### src/rtl/stepper_phase_drv_if.sv
// Drive interface from the tracking regulator to the stepper phase driver.
//   drv_SM   : driver enable (0 de-energizes the coils)
//   drv_step : step request, a rising edge asks for one step
//   drv_dir  : direction, 1 = forward (+1), 0 = reverse (-1)
// master = regulator side, slave = phase driver side.
interface stepper_phase_drv_if;
  logic drv_SM;
  logic drv_step;
  logic drv_dir;

  modport master (output drv_SM, output drv_step, output drv_dir);
  modport slave  (input  drv_SM, input  drv_step, input  drv_dir);
endinterface

### src/rtl/stepper_phase_drv.sv
// Stepper phase driver: turns accepted step requests into a 4-coil phase pattern
// and keeps a signed position count. It enforces a minimum interval between
// accepted steps, and it flags steps that arrive too early.
//
// Optional feature: define STEPPER_HALF_STEP_EN for 8-entry half-step drive.
// With the macro undefined, the block uses the 4-entry two-phase-on full-step table.
//
// Ports:
//   clk       : system clock (50 MHz)
//   rst       : asynchronous reset, active-low
//   drv       : drive interface (drv_SM, drv_step, drv_dir), slave side
//   pos_clr   : synchronous clear of position and step_err
//   coil      : coil drive pattern {A, B, C, D}
//   position  : signed step count, two's complement, wraps
//   step_done : one-cycle pulse per accepted step
//   step_err  : sticky flag, set when a step is rejected by the interval check
//   busy      : high while the interval counter is nonzero
module stepper_phase_drv #(
  parameter int unsigned POS_W        = 16,
  parameter int unsigned MIN_INTERVAL = 1000
) (
  input  logic                     clk,
  input  logic                     rst,
  stepper_phase_drv_if.slave       drv,
  input  logic                     pos_clr,
  output logic [3:0]               coil,
  output logic [POS_W-1:0]         position,
  output logic                     step_done,
  output logic                     step_err,
  output logic                     busy
);

`ifdef STEPPER_HALF_STEP_EN
  localparam int unsigned PhW = 3;
`else
  localparam int unsigned PhW = 2;
`endif
  localparam int unsigned CntW = (MIN_INTERVAL > 2) ? $clog2(MIN_INTERVAL) : 1;
  localparam logic [CntW-1:0] CntLoad = CntW'(MIN_INTERVAL - 1);

  typedef enum logic [1:0] {StIdle, StHold, StWait} state_e;

  state_e              state_q, state_d;
  logic                step_q;
  logic [CntW-1:0]     cnt_q, cnt_d;
  logic [PhW-1:0]      phase_q, phase_d;
  logic [POS_W-1:0]    pos_q, pos_d;
  logic [3:0]          coil_q, coil_d;
  logic                done_q, err_q, err_d, busy_q;
  logic                rise, accept, reject;

  function automatic logic [3:0] coil_lut(input logic [PhW-1:0] ph);
    logic [3:0] c;
    c = 4'b0000;
`ifdef STEPPER_HALF_STEP_EN
    case (ph)
      3'd0:    c = 4'b1000;
      3'd1:    c = 4'b1100;
      3'd2:    c = 4'b0100;
      3'd3:    c = 4'b0110;
      3'd4:    c = 4'b0010;
      3'd5:    c = 4'b0011;
      3'd6:    c = 4'b0001;
      default: c = 4'b1001;
    endcase
`else
    case (ph)
      2'd0:    c = 4'b1100;
      2'd1:    c = 4'b0110;
      2'd2:    c = 4'b0011;
      default: c = 4'b1001;
    endcase
`endif
    return c;
  endfunction

  always_ff @(posedge clk or negedge rst) begin
    if (!rst) begin
      state_q <= StIdle;
      step_q  <= 1'b0;
      cnt_q   <= '0;
      phase_q <= '0;
      pos_q   <= '0;
      coil_q  <= 4'b0000;
      done_q  <= 1'b0;
      err_q   <= 1'b0;
      busy_q  <= 1'b0;
    end else begin
      state_q <= state_d;
      step_q  <= drv.drv_step;  // tracked even while disabled
      cnt_q   <= cnt_d;
      phase_q <= phase_d;
      pos_q   <= pos_d;
      coil_q  <= coil_d;
      done_q  <= accept;
      err_q   <= err_d;
      busy_q  <= (state_d == StWait);
    end
  end

  always_comb begin
    rise   = drv.drv_step & ~step_q;
    // Acceptance ignores the state so that enable and step may rise together.
    accept = drv.drv_SM & rise & (cnt_q == '0);
    reject = drv.drv_SM & rise & (cnt_q != '0);

    phase_d = phase_q;
    if (accept) begin
      phase_d = drv.drv_dir ? phase_q + PhW'(1) : phase_q - PhW'(1);
    end

    cnt_d = cnt_q;
    if (!drv.drv_SM) begin
      cnt_d = '0;
    end else if (accept) begin
      cnt_d = CntLoad;
    end else if (cnt_q != '0) begin
      cnt_d = cnt_q - CntW'(1);
    end

    pos_d = pos_q;
    if (pos_clr) begin
      pos_d = '0;
    end else if (accept) begin
      pos_d = drv.drv_dir ? pos_q + POS_W'(1) : pos_q - POS_W'(1);
    end

    err_d = err_q;
    if (pos_clr) begin
      err_d = 1'b0;
    end else if (reject) begin
      err_d = 1'b1;
    end

    state_d = state_q;
    case (state_q)
      StIdle:  if (drv.drv_SM) state_d = accept ? StWait : StHold;
      StHold:  if (accept) state_d = StWait;
      StWait:  if (cnt_d == '0) state_d = StHold;
      default: state_d = StIdle;
    endcase
    if (!drv.drv_SM) state_d = StIdle;

    coil_d = (state_d == StIdle) ? 4'b0000 : coil_lut(phase_d);
  end

  assign coil      = coil_q;
  assign position  = pos_q;
  assign step_done = done_q;
  assign step_err  = err_q;
  assign busy      = busy_q;

endmodule

### src/flat_wrapper.sv
// flat-port wrapper written by rule: the top's interface ports become plain ports
module stepper_phase_drv_flat 
#(
  parameter int unsigned POS_W        = 16,
  parameter int unsigned MIN_INTERVAL = 1000
)
  (clk, rst, pos_clr, coil, position, step_done, step_err, busy, drv_drv_SM, drv_drv_step, drv_drv_dir);
  stepper_phase_drv_if drv_i ();
  input  logic clk;
  input  logic rst;
  input  logic pos_clr;
  output logic [3:0] coil;
  output logic [POS_W-1:0] position;
  output logic step_done;
  output logic step_err;
  output logic busy;
  input wire logic [$bits(drv_i.drv_SM)-1:0] drv_drv_SM;
  input wire logic [$bits(drv_i.drv_step)-1:0] drv_drv_step;
  input wire logic [$bits(drv_i.drv_dir)-1:0] drv_drv_dir;
  assign drv_i.drv_SM = drv_drv_SM;
  assign drv_i.drv_step = drv_drv_step;
  assign drv_i.drv_dir = drv_drv_dir;
  stepper_phase_drv #(.POS_W(POS_W), .MIN_INTERVAL(MIN_INTERVAL)) u_core (.clk(clk), .rst(rst), .drv(drv_i), .pos_clr(pos_clr), .coil(coil), .position(position), .step_done(step_done), .step_err(step_err), .busy(busy));
endmodule
### config.mk
export PLATFORM = sky130hd
export DESIGN_NAME = stepper_phase_drv_flat
export DESIGN_NICKNAME = d
export VERILOG_FILES = /design/src/rtl/stepper_phase_drv_if.sv /design/src/rtl/stepper_phase_drv.sv /design/src/flat_wrapper.sv
export SDC_FILE = /design/constraint.sdc
export NUM_CORES = 1
export LEC_CHECK = 0
export ABC_CLOCK_PERIOD_IN_PS = 2450
export CAP_MARGIN = 20
export CORE_MARGIN = 10
export CORE_UTILIZATION = 51
export DETAILED_ROUTE_END_ITERATION = 16
export HOLD_SLACK_MARGIN = 0.05
export PLACE_DENSITY = 0.77
export SYNTH_ARGS = -nofsm -noshare
export SYNTH_HDL_FRONTEND = slang
export SYNTH_SLANG_ARGS = --single-unit
### constraint.sdc
create_clock -name clk -period 2.45 [get_ports clk]
set_input_delay 0.735 -clock clk [delete_from_list [all_inputs] [get_ports clk]]
set_output_delay 0.735 -clock clk [all_outputs]
set_load 0.05 [all_outputs]
==> qor.csv <==
metric,value,unit
status,"complete, but fails checks",
violations,setup timing,
die_x,90.2,um
port_buffers,28,
irDropWorstVdd,0.647,mV
cts_buffers,5,
antenna_found_initial,0,
cp.arrival,2.74,ns
period_share,104,%
startpoint,drv_drv_dir,
rsz0062_at_grt,yes,
synth_ff_type,dfrtp_1,
setup_viol,2,
cts_buffer_depth,2,
grt_max_degree,39,
tns,-0.158,ns
coreArea,4750,um^2
reg2reg_depth,10,
hpwl,4840,um
start_util,52.8,%
ys_ff_latch,38,
cts_tree,done,
max-cap-violations,0,
leakagePower,0.00165,uW
layout-drive-gt1-share,31.8,%
diodes,0,
syn_to_final_growth,47.0,%
mostFrequentLayoutCells,"62 x buf_4, 38 x dfrtp_1, 37 x nand2_1",
setup_ws,-0.103,ns
grt_pass1_wl,11500,um
wl_met3,317,um
final_common_cell,buf_4,
syn_inst,277,
instances_no_fill,435,
r2r-start,u_core.cnt_q[0]$_DFF_PN0_,
cts-root-buf,clkbuf_8,
m1WireLength,3100,um
routed.top_layer,met4,
cp-end-kind,register,
hold_ws,0.472,ns
reg2reg_to,u_core.coil[3]$_DFF_PN0_,
drt-wirelength-per-cell,16.7,um
max_clock_freq,0.392,GHz
yosysSeqAreaShare,37.8,%
firstDrtPassIters,4,
vias_per_cell,5.58,
synth_area,2510,um^2
insertion_delay,0.30,ns
hold_path.class,in -> async,
ys_types,57,
power,3370,uW
worstSetupPathType,in -> reg,
die_h,90.2,um
place_ws,-0.929,ns
hold_violations,0,
grt_use_total,16.6,%
dr_wl_met2,3730,um
avgSynthCellArea,9.07,um^2
path_max_fanout,5,
routed-via-count,2427,
relSlewSlack,64.4,%
syn-num-nets,303,
worst_slew_pin_slew,0.533,ns
worstPathRequired,2.64,ns
power_density,913,nW/um^2
numClockSinks,38,
cts_max_level,2,
first_global_vias,2425,
clk_pin_slew,0.08,ns
pin_count,29,
synth_enable_flop_cells,0,
place_inst,412,
async_flop_share,100,%
startpoint_type,input port,
die_area,8130,um^2
holdBufCountCts,0,
fin_skew,0.0120,ns
post-route-min-period,2.55,ns
place_congestion,0.863,
drt_iter0_drc,116,
drv_slew,0,
final_nets,393,
wirelength,7280,um
drc,0,
ant_nets,0,
crit_end,u_core.position[15]$_DFFE_PN0P_,
r2r_setup_slack,0.09,ns
yosys_warnings,0,
grt_overflow,0,
row_count,25,
[how the worst min path moves through the flow]
stage / endpoint / slack [ns] / depth (start not counted)
after floorplan: u_core.busy$_DFF_PN0_ / 0.44 / 0
after global placement: u_core.step_err$_DFFE_PN0P_ / 0.50 / 2
after detailed placement: u_core.step_err$_DFFE_PN0P_ / 0.52 / 2
after CTS: u_core.position[7]$_DFFE_PN0P_ / 0.50 / 2
after global routing: u_core.position[8]$_DFFE_PN0P_ / 0.52 / 2
final: u_core.position[12]$_DFFE_PN0P_ / 0.47 / 2
[cell usage after synthesis, drive strengths merged, types with 6 or more instances]
library cell  number  share of area [%]
nand2             39                5.9
clkbuf             6               0.90
o21ai             10                2.0
ha                19                9.5
xnor2             13                4.5
nand3              6                1.4
a21oi             21                4.2
dfrtp             38                 38
nor3               8                1.8
inv               16                2.4
nor2              22                3.3
[state kept, by name, summed over array words and instances (netlist names)]
register and count:
u_core.busy 1, u_core.cnt_q 10, u_core.coil 4, u_core.phase_q 2, u_core.position 16, u_core.state_q 2, u_core.step_done 1, u_core.step_err 1
u_core.step_q 1
[where the power goes]
group          switching [uW]  internal (uW)  total [uW]
clock                     254            303         557
combinational            1000            910        1910
sequential                131            769         900
[layout make-up]
| type | instances | area (um^2) |
|---|---|---|
| Clock buffer | 5 | 68.8 |
| Inverter | 16 | 66.3 |
| Fill cell | 324 | 1060 |
| Clock inverter | 3 | 45.0 |
| Sequential cell | 38 | 951 |
| Timing Repair Buffer | 92 | 786 |
| Multi-Input combinational cell | 214 | 1690 |
| Tap cell | 67 | 83.8 |
[kinds of logic after synthesis]
group                    share of synthesized area, %
adder cells (fa/ha/maj)                          10.3
multiplexers                                    0.847
XOR/XNOR                                         5.58
buffers and inverters                            3.98
AO/OA/AOI/OAI                                    19.6
AND/OR/NAND/NOR                                  21.9
flip-flops                                       37.8
[critical path, cell delays in order]
cell and delay, ns:
buf_8 0.08, clkinvlp_4 0.09, buf_8 0.15, ha_4 0.26, a21oi_4 0.17, a21oi_2 0.07
a211o_1 0.26, a221oi_4 0.30, a21oi_2 0.10, mux2i_1 0.17, mux2_2 0.34
[layer usage]
layer	vias up	track usage (%)
li1	1170	-
met1	1190	19.8
met2	55	29.1
met3	12	3.82
met4	0	4.11
met5	-	0
[repair_timing]
action | in CTS | in global routing
setup buffers | 5 | 10
cloned | 0 | 0
setup endpoints to repair | 14 | 13
pin swaps | 14 | 20
resized for setup | 25 | 21
[stage by stage]
stage / area (um^2) / utilization, %
detailed placement: 3290 / 69.3
global placement: 3290 / 69.3
finish: 3690 / 77.7
floorplan: 2610 / -
global route: 3690 / 77.7
CTS: 3510 / 73.8
No activity file was read; power rests on OpenSTA's default activity.
